**src/rtl/qmc_pkg.sv**
```systemverilog
// Shared fixed-point definitions for the QMC sampler blocks (Q16.16 datapath).
package qmc_pkg;
    localparam int WIDTH        = 32;
    localparam int QINT         = 16;
    localparam int QFRAC        = 16;
    localparam int CDF_SEG_BITS = 6;
    localparam int KNOT_BITS    = 17;

    localparam logic [31:0] ONE     = 32'h0001_0000;
    localparam logic [31:0] Z_CLAMP = 32'h0008_0000;

    typedef logic signed [WIDTH-1:0] fx_t;
endpackage

```
**src/rtl/normal_cdf_rom.sv**
```systemverilog
// Dual-read knot table: knot[i] = round(Phi(i*0.125)*65536), registered reads held by en.
module normal_cdf_rom
    import qmc_pkg::*;
#(
    parameter int SEG_BITS = CDF_SEG_BITS
) (
    input  logic                 clk,
    input  logic                 en,
    input  logic [SEG_BITS-1:0]  addr_lo,
    input  logic [SEG_BITS:0]    addr_hi,
    output logic [KNOT_BITS-1:0] knot_lo,
    output logic [KNOT_BITS-1:0] knot_hi
);

    function automatic logic [KNOT_BITS-1:0] knot_value(input logic [SEG_BITS:0] idx);
        logic [KNOT_BITS-1:0] v;
        case (int'(idx))
            0:  v = 17'd32768;  1:  v = 17'd36028;  2:  v = 17'd39237;  3:  v = 17'd42347;
            4:  v = 17'd45316;  5:  v = 17'd48104;  6:  v = 17'd50684;  7:  v = 17'd53033;
            8:  v = 17'd55138;  9:  v = 17'd56997;  10: v = 17'd58612;  11: v = 17'd59991;
            12: v = 17'd61158;  13: v = 17'd62122;  14: v = 17'd62911;  15: v = 17'd63544;
            16: v = 17'd64045;  17: v = 17'd64435;  18: v = 17'd64735;  19: v = 17'd64961;
            20: v = 17'd65129;  21: v = 17'd65252;  22: v = 17'd65341;  23: v = 17'd65404;
            24: v = 17'd65448;  25: v = 17'd65478;  26: v = 17'd65498;  27: v = 17'd65512;
            28: v = 17'd65521;  29: v = 17'd65527;  30: v = 17'd65530;  31: v = 17'd65533;
            32: v = 17'd65534;  33: v = 17'd65535;  34: v = 17'd65535;
            // Beyond |z| = 4.25 the tail is below half an LSB.
            default: v = 17'd65536;
        endcase
        return v;
    endfunction

    always_ff @(posedge clk) begin
        if (en) begin
            knot_lo <= knot_value({1'b0, addr_lo});
            knot_hi <= knot_value(addr_hi);
        end
    end

endmodule

```
**src/rtl/normal_cdf.sv**
```systemverilog
// Pipelined forward standard-normal CDF: signed Q16.16 z in, Q16.16 Phi(z) out, 4-cycle latency.
module normal_cdf
    import qmc_pkg::*;
#(
    parameter int WIDTH    = qmc_pkg::WIDTH,
    parameter int QINT     = qmc_pkg::QINT,
    parameter int QFRAC    = qmc_pkg::QFRAC,
    parameter int SEG_BITS = CDF_SEG_BITS
) (
    input  logic             clk,
    input  logic             rst_n,
    input  logic             valid_in,
    output logic             ready_out,
    input  logic [WIDTH-1:0] z_in,
    output logic             valid_out,
    input  logic             ready_in,
    output logic [WIDTH-1:0] u_out
);

    localparam int IW  = QINT + QFRAC;
    localparam int A_W = QFRAC + 4;
    localparam int F_W = QFRAC + 3 - SEG_BITS;
    localparam int P_W = KNOT_BITS + F_W + 1;

    // Handshake: a beat moves when valid && ready at a posedge; the whole pipe
    // advances together whenever the output slot is empty or being drained.
    logic en;
    assign en        = !valid_out || ready_in;
    assign ready_out = en;

    logic [IW-1:0]  mag;
    logic [A_W-1:0] a_sat;
    assign mag   = z_in[WIDTH-1] ? IW'((~z_in) + WIDTH'(1)) : IW'(z_in);
    assign a_sat = (mag >= IW'(Z_CLAMP)) ? A_W'(Z_CLAMP) : mag[A_W-1:0];

    logic                v0, v1, v2, v3;
    logic                s0_sign, s1_sign, s2_sign, s3_sign;
    logic [A_W-1:0]      s0_a;
    logic [SEG_BITS-1:0] s1_k;
    logic [F_W:0]        s1_f, s2_f;
    logic [KNOT_BITS-1:0] knot_lo, knot_hi, s3_base;
    logic [P_W-1:0]      s3_prod;

    logic end_pt;
    assign end_pt = s0_a[A_W-1];

    normal_cdf_rom #(.SEG_BITS(SEG_BITS)) u_rom (
        .clk     (clk),
        .en      (en),
        .addr_lo (s1_k),
        .addr_hi ({1'b0, s1_k} + (SEG_BITS+1)'(1)),
        .knot_lo (knot_lo),
        .knot_hi (knot_hi)
    );

    logic [KNOT_BITS-1:0] delta;
    assign delta = knot_hi - knot_lo;

    logic [WIDTH-1:0] p_full, u_full;
    logic [QFRAC-1:0] u_sat;
    assign p_full = WIDTH'(s3_base)
                  + WIDTH'((s3_prod + P_W'(1 << (F_W - 1))) >> F_W);
    assign u_full = s3_sign ? (WIDTH'(ONE) - p_full) : p_full;
    assign u_sat  = u_full[WIDTH-1]          ? '0 :
                    (|u_full[WIDTH-2:QFRAC]) ? '1 : u_full[QFRAC-1:0];

    always_ff @(posedge clk or negedge rst_n) begin
        if (!rst_n) begin
            v0 <= 1'b0; v1 <= 1'b0; v2 <= 1'b0; v3 <= 1'b0;
            s0_sign <= 1'b0; s1_sign <= 1'b0; s2_sign <= 1'b0; s3_sign <= 1'b0;
            s0_a    <= '0;
            s1_k    <= '0;
            s1_f    <= '0;
            s2_f    <= '0;
            s3_base <= '0;
            s3_prod <= '0;
            valid_out <= 1'b0;
            u_out     <= '0;
        end else if (en) begin
            v0      <= valid_in;
            s0_sign <= z_in[WIDTH-1];
            s0_a    <= a_sat;
            // The 8.0 endpoint lands on the last segment with a full fraction.
            v1      <= v0;
            s1_sign <= s0_sign;
            s1_k    <= end_pt ? '1 : s0_a[A_W-2 -: SEG_BITS];
            s1_f    <= end_pt ? {1'b1, {F_W{1'b0}}} : {1'b0, s0_a[F_W-1:0]};
            v2      <= v1;
            s2_sign <= s1_sign;
            s2_f    <= s1_f;
            v3      <= v2;
            s3_sign <= s2_sign;
            s3_base <= knot_lo;
            s3_prod <= P_W'(delta) * P_W'(s2_f);
            valid_out <= v3;
            u_out     <= {{(WIDTH-QFRAC){1'b0}}, u_sat};
        end
    end

endmodule

```
**config.mk**
```make
export PLATFORM = sky130hd
export DESIGN_NAME = normal_cdf
export DESIGN_NICKNAME = d
export VERILOG_FILES = /design/src/rtl/qmc_pkg.sv /design/src/rtl/normal_cdf_rom.sv /design/src/rtl/normal_cdf.sv
export SDC_FILE = /design/constraint.sdc
export NUM_CORES = 1
export LEC_CHECK = 0
export ABC_AREA = 0
export BUFFER_PORTS_ARGS = -buffer_cell sky130_fd_sc_hd__clkbuf_2
export CAP_MARGIN = 20
export CORE_AREA = 4 4 185 187
export DETAILED_ROUTE_END_ITERATION = 12
export DIE_AREA = 0 0 189 191
export PLACE_DENSITY_LB_ADDON = 0.15
export SETUP_SLACK_MARGIN = 0.15
export SLEW_MARGIN = 20
export SYNTH_ARGS = -nofsm -noshare
export SYNTH_HDL_FRONTEND = slang
export SYNTH_SLANG_ARGS = --single-unit
```
**constraint.sdc**
```tcl
create_clock -name clk -period 9.3 [get_ports clk]
set_input_delay 0.93 -clock clk [delete_from_list [all_inputs] [get_ports clk]]
set_output_delay 0.93 -clock clk [all_outputs]
set_load 0.01 [all_outputs]
```
==> results_dict.tcl, run 1 <==
set metrics [dict create \
    finalHoldWorstSlack_ps 462.8 \
    floorplan.die.height_um 191 \
    p_sw_frac 0.5500 \
    most_common_cell_after_layout_fill_and_taps_aside "sky130_fd_sc_hd__nand2_1" \
    critPathBufInv 5 \
    internal_power_mw 3.012 \
    synth_area_um2 17700 \
    power_mw 6.693 \
    clock_insertion_delay_worst_skew_ps 460 \
    drt_pass1_iterations 5 \
    worst-r2r-setup-slack_ps 800 \
    maxCapViolCount 0 \
    synth_enable_flop_cells 34 \
    r2r-end "s3_prod[29]$_DFFE_PN0P_" \
    fmax_ghz 0.1177 \
    buffer_cell_driving_the_clock_tree_root "sky130_fd_sc_hd__clkbuf_16" \
    ys.flop_type "sky130_fd_sc_hd__dfrtp_1" \
    timing.final.max_slew_violations 0 \
    path_common_cell "sky130_fd_sc_hd__fa_1" \
    reg2reg_from "u_rom.knot_lo[1]$_DFFE_PP_" \
    placement.setup.worst_slack_ps 846.6 \
    core_um2 32450 \
    hold_path_depth 1 \
    route.met3.wl_um 2517 \
    status "finished clean" \
    net-switching-power_mw 3.681 \
    comb_power_frac 0.734 \
    hold-path-endpoint "valid_out$_DFFE_PN0P_" \
    worst_ep_required_time_ps 9590 \
    wirelength_met1_um 20490 \
    grt_max_degree 66 \
    route.detailed.wl_per_inst_um 17.87 \
    synth.distinct_cells 82 \
    power.static_leakage_nw 9.126 \
    post_cts_resize_count 0 \
    antenna_cells 0 \
    tightest_slew_ps 1088 \
    initial_core_util 0.5453 \
    cts_hold_bufs 0 \
    initialDrtViolationCount 963 \
    power_frac_seq 0.166 \
    timing.hold.worst.start "v3$_DFFE_PN0P_" \
    finalWeightedCongestion 0.8989 \
    tns_ps 0 \
    cts.sink_count 149 \
    port-buffer-count 53 \
    layout.cells.non_filler 2521 \
    grt_setup_unrepaired "false" \
    global_route.overflow_total 0 \
    powerDensity_nw_per_um2 355.3 \
    timing.critical_path.max_delay_family "adder cells" \
    clk_path_buf_depth 2 \
    reg2reg_depth 29 \
    slowest_delay_ps 650 \
    post_synth_inst_count 2079 \
    finalWorstPathRequiredPeriod_ps 8499 \
    syn_to_final_growth_pct 6.448 \
    async_reset_ff_frac 0.7718 \
    min_period_over_period 0.9138 \
    synth.yosys.seq_area_share 0.2203 \
    critPathCaptureType "flop" \
    worst_setup_hold_path_clk_slew_ps 70 \
    chipWidth_um 189 \
    wl_um 45040 \
    setup_slack_ps 801.3 \
    grt_first_pass_wirelength_um 73750 \
    timing.final.setup_violations 0 \
    first_global_vias 14110 \
    synthesis.area_per_instance_um2 8.512 \
    clkPwrFrac 0.100 \
    worst_setup_sp "u_rom.knot_lo[1]$_DFFE_PP_" \
    timing_hold_violations_final 0 \
    route.top_layer_used "met4" \
    ir_drop_v 0.0002632 \
    critical_path_peak_fanout 8 \
    postRouteAntennaNets 0 \
    most-common-layout-cells "sky130_fd_sc_hd__nand2_1, sky130_fd_sc_hd__inv_1, sky130_fd_sc_hd__fa_1" \
    fin_nets 2419 \
    post_route_cells_drive_above_1_share 0.06686 \
    postCtsSetupRepairBufs 0 \
    min_path_type "reg2reg" \
    cts_max_level 4 \
    arrival_time_at_the_worst_endpoint_ps 8790 \
    tritoncts "built" \
    synth.yosys.warnings 0 \
    avgViaCountPerCell 5.720 \
    worst_path_max_delay_cell "sky130_fd_sc_hd__xnor2_1" \
    cts-buffers-inserted 17 \
    number_of_antenna_violations_at_the_first_check_in_global_routing 1 \
    ys_ff_latch 149 \
    die_outline_area_um2 36100 \
    detailroute.wirelength.met2_um 20830 \
    grt.total_usage 0.2543 \
    hpwlAfterDp_um 33960 \
    placed_cells_incl_taps 2489 \
    io_pins 70 \
    drt_drc 0 \
    num_vias 14420 \
    finalClockSkew_ps 25.37 \
    setup.worst_path.class "reg2reg" \
    number_of_rows_created_at_floorplan 66 \
    max_slew_margin 0.2714 \
    start_kind "flop" \
]
## area by class of cell
cell class	instances	area [um2]
Fill cell	3005	13620
Multi-Input combinational cell	1584	12460
Sequential cell	149	3899
Inverter	231	869.6
Tap cell	442	553.0
Timing Repair Buffer	83	493.0
Clock buffer	17	425.4
Clock inverter	15	137.6
## worst register-to-register path, delay by kind of cell (launching register included)
family	cells	cell delay [ps]
AOI/OAI and AO/OA	9	2200
xor gates and xnor gates	2	810
adders and majority gates	8	3700
buffers and inverters	5	510
DFF	1	390
and+or+nand+nor	5	730
## power groups by stage
stage / combinational (mW) / sequential, mW / clock (mW)
6_report: 4.91 / 1.11 / 0.666
5_1_grt: 5.44 / 1.14 / 0.706
4_1_cts: 4.88 / 1.11 / 0.682
3_5_place_dp: 4.84 / 1.12 / 0
3_3_place_gp: 4.79 / 1.11 / 0
2_1_floorplan: 3.41 / 1.06 / 0
## cells in the mapped netlist (16+ instances only)
cell	n	area share
sky130_fd_sc_hd__a211oi_1	19	0.0081
sky130_fd_sc_hd__clkbuf_1	104	0.022
sky130_fd_sc_hd__xnor2_1	52	0.026
sky130_fd_sc_hd__o211ai_1	26	0.011
sky130_fd_sc_hd__buf_4	17	0.0072
sky130_fd_sc_hd__and3_1	22	0.0078
sky130_fd_sc_hd__nand2_1	359	0.076
sky130_fd_sc_hd__xor2_1	38	0.019
sky130_fd_sc_hd__nor3_1	23	0.0065
sky130_fd_sc_hd__nor2b_1	31	0.011
sky130_fd_sc_hd__a31oi_1	19	0.0067
sky130_fd_sc_hd__o21ai_1	26	0.0074
sky130_fd_sc_hd__o21ai_0	104	0.029
sky130_fd_sc_hd__nand2b_1	27	0.0095
sky130_fd_sc_hd__and2_1	91	0.032
sky130_fd_sc_hd__nand3b_1	16	0.0068
sky130_fd_sc_hd__nor2_1	73	0.015
sky130_fd_sc_hd__ha_1	139	0.098
sky130_fd_sc_hd__nand3_1	49	0.014
sky130_fd_sc_hd__a21o_1	23	0.0098
sky130_fd_sc_hd__dfrtp_1	115	0.16
sky130_fd_sc_hd__edfxtp_1	34	0.058
sky130_fd_sc_hd__fa_1	178	0.20
sky130_fd_sc_hd__inv_1	229	0.049
sky130_fd_sc_hd__a21oi_1	81	0.023
## flip-flops by register name (all words and copies together) (netlist names), 6 cells and up
register	count
s3_prod	19
u_rom.knot_hi	17
s1_f	14
s3_base	17
s2_f	14
u_out	16
u_rom.knot_lo	17
s1_k	6
s0_a	20
## through the flow
step / area (um2) / util
floorplan: 17750 / -
global placement: 18260 / 0.5626
detailed placement: 18270 / 0.5628
CTS: 18830 / 0.5802
global route: 18840 / 0.5804
finish: 18840 / 0.5804
## cell families (layout without fill, tap and decap cells)
| kind of cell | Yosys count | after routing | share of synthesized area |
|---|---|---|---|
| multiplexers | 9 | 9 | 0.005586 |
| flip-flops | 149 | 149 | 0.2203 |
| AND/OR/NAND/NOR | 744 | 744 | 0.2005 |
| buffers and inverters | 361 | 346 | 0.08082 |
| other | 1 | 16 | 0.0002119 |
| adder cells (fa/ha/maj) | 317 | 317 | 0.2997 |
| AO/OA/AOI/OAI | 408 | 408 | 0.1484 |
| XOR/XNOR | 90 | 90 | 0.04455 |
## worst max-delay path by stage
stage                              end  slack [ps]  cells after the start
3_5_place_dp   s3_prod[29]$_DFFE_PN0P_         850                     29
2_1_floorplan  s3_prod[29]$_DFFE_PN0P_        1900                     28
6_report       s3_prod[29]$_DFFE_PN0P_         800                     29
4_1_cts        s3_prod[29]$_DFFE_PN0P_         810                     29
5_1_grt        s3_prod[30]$_DFFE_PN0P_         220                     29
3_3_place_gp   s3_prod[29]$_DFFE_PN0P_        1040                     29
## metal layers
layer	global-route usage	up-vias
li1	-	6885
met1	0.3586	6999
met2	0.4051	455
met3	0.04273	82
met4	0.07904	0
met5	0	-
Note: power is estimated with default switching activity, not from simulation.
==> inputs of run 2 (changes only) <==
Settings changed: CORE_AREA 4 4 185 187 to 4 4 193 195, DIE_AREA 0 0 189 191 to 0 0 197 199, SYNTH_HIERARCHICAL set to 1.
==> run 2 against run 1 <==
Compared with the run above:
- sequential cell count stayed put
- cell count is 7.4% higher
- sequential share of layout area is 1.6 points lower
- sequential power hardly changed
- largest cell class unchanged
- total power is 5.1% higher
- non-clock buffer count is 6 higher
- area after synthesis is 8.8% higher
- critical path depth is 1 lower
- combinational power is 4.9% higher
- register-to-register slack worse by 150 ps
==> results_dict.tcl, run 2 <==
set metrics [dict create \
    start_kind "flop" \
    async_reset_ff_frac 0.7718 \
    max_slew_margin 0.2908 \
    finish.instance_area_um2 20370 \
    synth_fa_ha_area_frac 0.2800 \
    post_cts_resize_count 0 \
    synth_enable_flop_cells 34 \
    main_combinational_cell_family_by_area_after_synthesis "adder cells" \
    synth.cells.most_frequent "sky130_fd_sc_hd__nand2_1, sky130_fd_sc_hd__inv_1, sky130_fd_sc_hd__fa_1" \
    synth-compound-area-share 0.1617 \
    post-synth-top-count-cell "sky130_fd_sc_hd__nand2_1" \
    ir_drop_v 0.0002359 \
    initialDrtViolationCount 1312 \
    clk_path_buf_depth 2 \
    hold_path_depth 2 \
    fmax_ghz 0.1156 \
    worst_setup_hold_path_clk_slew_ps 60 \
    synth.distinct_cells 88 \
    biggestRegsByFlops "s0_a x20, s3_prod x19" \
    most-common-layout-cells "sky130_fd_sc_hd__nand2_1, sky130_fd_sc_hd__inv_1, sky130_fd_sc_hd__fa_1" \
    timing.hold.worst.start "v3$_DFFE_PN0P_" \
    worst-r2r-setup-slack_ps 650 \
    cts_max_level 4 \
    post_synth_and_or_nand_nor_area_fraction 0.2233 \
    fin_nets 2593 \
    clock_insertion_delay_worst_skew_ps 450 \
    tritoncts "built" \
    initial_core_util 0.5438 \
    drt_pass1_iterations 6 \
    tns_ps 0 \
    timing.critical_path.max_delay_family "adder cells" \
    chipWidth_um 197 \
    tightest_slew_ps 1064 \
    number_of_rows_created_at_floorplan 69 \
    arrival_time_at_the_worst_endpoint_ps 8960 \
    synthesis.area_per_instance_um2 8.447 \
    worst_setup_sp "u_rom/knot_lo[1]$_DFFE_PP_" \
    post_route_cells_drive_above_1_share 0.08103 \
    synth.yosys.seq_area_share 0.2025 \
    status "finished clean" \
    core_um2 35400 \
    avgViaCountPerCell 5.898 \
    critical_path_peak_fanout 16 \
    hpwlAfterDp_um 36640 \
    powerDensity_nw_per_um2 345.4 \
    finalClockSkew_ps 12.64 \
    cts.sink_count 149 \
    number_of_antenna_violations_at_the_first_check_in_global_routing 0 \
    drt_drc 0 \
    timing_hold_violations_final 0 \
    buffer_cell_driving_the_clock_tree_root "sky130_fd_sc_hd__clkbuf_16" \
    synth_area_um2 19250 \
    floorplan.die.height_um 199 \
    timing.final.setup_violations 0 \
    synth_area_leaders "sky130_fd_sc_hd__fa_1, sky130_fd_sc_hd__dfrtp_1, sky130_fd_sc_hd__ha_1, sky130_fd_sc_hd__nand2_1, sky130_fd_sc_hd__edfxtp_1" \
    wl_um 48660 \
    reg2reg_from "u_rom/knot_lo[1]$_DFFE_PP_" \
    maxCapViolCount 0 \
    num_vias 15970 \
    port-buffer-count 53 \
    slowest_delay_ps 710 \
    global_route.overflow_total 0 \
    most_common_cell_after_layout_fill_and_taps_aside "sky130_fd_sc_hd__nand2_1" \
    power.static_leakage_nw 9.524 \
    worst_path_max_delay_cell "sky130_fd_sc_hd__o311ai_0" \
    reg2reg_depth 28 \
    cts_hold_bufs 0 \
    min_period_over_period 0.9302 \
    regMostFlops "s0_a" \
    postCtsSetupRepairBufs 0 \
    grt.total_usage 0.2544 \
    worst_ep_required_time_ps 9610 \
    critPathBufInv 2 \
    r2r-end "s3_prod[28]$_DFFE_PN0P_" \
    synth.top_cell.area_share 0.1851 \
    grt_first_pass_wirelength_um 81130 \
    antenna_cells 0 \
    grt_max_degree 74 \
    timing.final.max_slew_violations 0 \
    ys_ff_latch 149 \
    largest_register_ff_count 20 \
    finalWorstPathRequiredPeriod_ps 8651 \
    die_outline_area_um2 39200 \
    grt_setup_unrepaired "false" \
    postRouteAntennaNets 0 \
    place_area_um2 19710 \
    synth.yosys.warnings 6 \
    route.detailed.wl_per_inst_um 17.98 \
    hold-path-endpoint "v3$_DFFE_PN0P_" \
    ys.flop_type "sky130_fd_sc_hd__dfrtp_1" \
    synth_area_leader "sky130_fd_sc_hd__fa_1" \
    syn_to_final_growth_pct 5.804 \
    post_synth_xor_area_fraction 0.03913 \
    cts-buffers-inserted 17 \
    critPathCaptureType "flop" \
    yosys-mux-area-fraction 0.006110 \
    min_path_type "reg2reg" \
    post_synth_inst_count 2279 \
    setup.worst_path.class "reg2reg" \
    first_global_vias 15640 \
    io_pins 70 \
    finalWeightedCongestion 0.8983 \
]
-- run 2: cell types whose count changed in the layout (fill, tap and decap cells not counted), sizes merged, moves of 9 or more --
| cell | change |
|---|---|
| a21oi | +10 |
| a221o | +19 |
| o21ai | -27 |
| or3 | +10 |
| nor2b | +14 |
| and2 | -13 |
| nand2b | +14 |
| nand4 | +18 |
| o31ai | +13 |
| nor4b | +10 |
| a311oi | +9 |
| nand2 | -21 |
| o311a | +9 |
| nand3 | +40 |
-- run 2: per-stage QoR --
| step | worst slack [ps] | hold WS [ps] | std cells | power (mW) | utilization |
|---|---|---|---|---|---|
| floorplan | 1401 | 430.0 | 2294 | 4.785 | - |
| CTS | 773.2 | 465.0 | 2707 | 7.033 | 0.5754 |
| finish | 648.7 | 461.1 | 2707 | 7.034 | 0.5754 |
| global placement | 991.1 | 442.8 | 2675 | 6.130 | 0.5567 |
| global route | 169.5 | 487.9 | 2707 | 7.695 | 0.5754 |
| detailed placement | 838.5 | 448.6 | 2675 | 6.201 | 0.5567 |
-- run 2: worst max-delay path by stage --
| stage | end | slack (ps) | depth (start not counted) |
|---|---|---|---|
| after floorplan | s3_prod[21]$_DFFE_PN0P_ | 1400 | 32 |
| after global placement | s3_prod[28]$_DFFE_PN0P_ | 990 | 28 |
| after detailed placement | s3_prod[28]$_DFFE_PN0P_ | 840 | 28 |
| after CTS | s3_prod[28]$_DFFE_PN0P_ | 770 | 28 |
| after global routing | s3_prod[20]$_DFFE_PN0P_ | 170 | 30 |
| final | s3_prod[28]$_DFFE_PN0P_ | 650 | 28 |
-- run 2: logic make-up (layout without fill, tap and decap cells) --
kind of cell | count (synthesis) | after routing
XOR/XNOR | 86 | 86
buffers and inverters | 411 | 363
AND/OR/NAND/NOR | 851 | 851
multiplexers | 10 | 10
flip-flops | 149 | 149
AO/OA/AOI/OAI | 447 | 447
other | 1 | 16
adder cells (fa/ha/maj) | 324 | 324
-- run 2: layout make-up --
cell class | count | area, um2
Tap cell | 461 | 576.8
Sequential cell | 149 | 3899
Clock buffer | 22 | 495.5
Fill cell | 3282 | 15030
Inverter | 242 | 909.6
Multi-Input combinational cell | 1734 | 13780
Timing Repair Buffer | 89 | 538.0
Clock inverter | 10 | 165.2
-- run 2: routing by layer --
layer,track usage,vias to the layer above,wire length [um]
met5,0,-,0
met4,0.08320,0,1349
met3,0.03845,68,2454
met2,0.4091,465,22560
met1,0.3564,7772,22300
li1,-,7662,-
-- run 2: worst reg2reg max path: cells and delay by family (launching register included) --
family / cells / cell delay, ps
AND/OR/NAND/NOR: 6 / 1520
buffers and inverters: 2 / 330
adder cells (fa/ha/maj): 8 / 3300
flip-flops: 1 / 420
AO/OA/AOI/OAI: 12 / 2950
-- run 2: report_power, final --
| part | switching, mW | internal [mW] |
|---|---|---|
| combinational | 3.34 | 1.81 |
| sequential | 0.176 | 0.932 |
| clock | 0.286 | 0.489 |
| total | 3.81 | 3.23 |
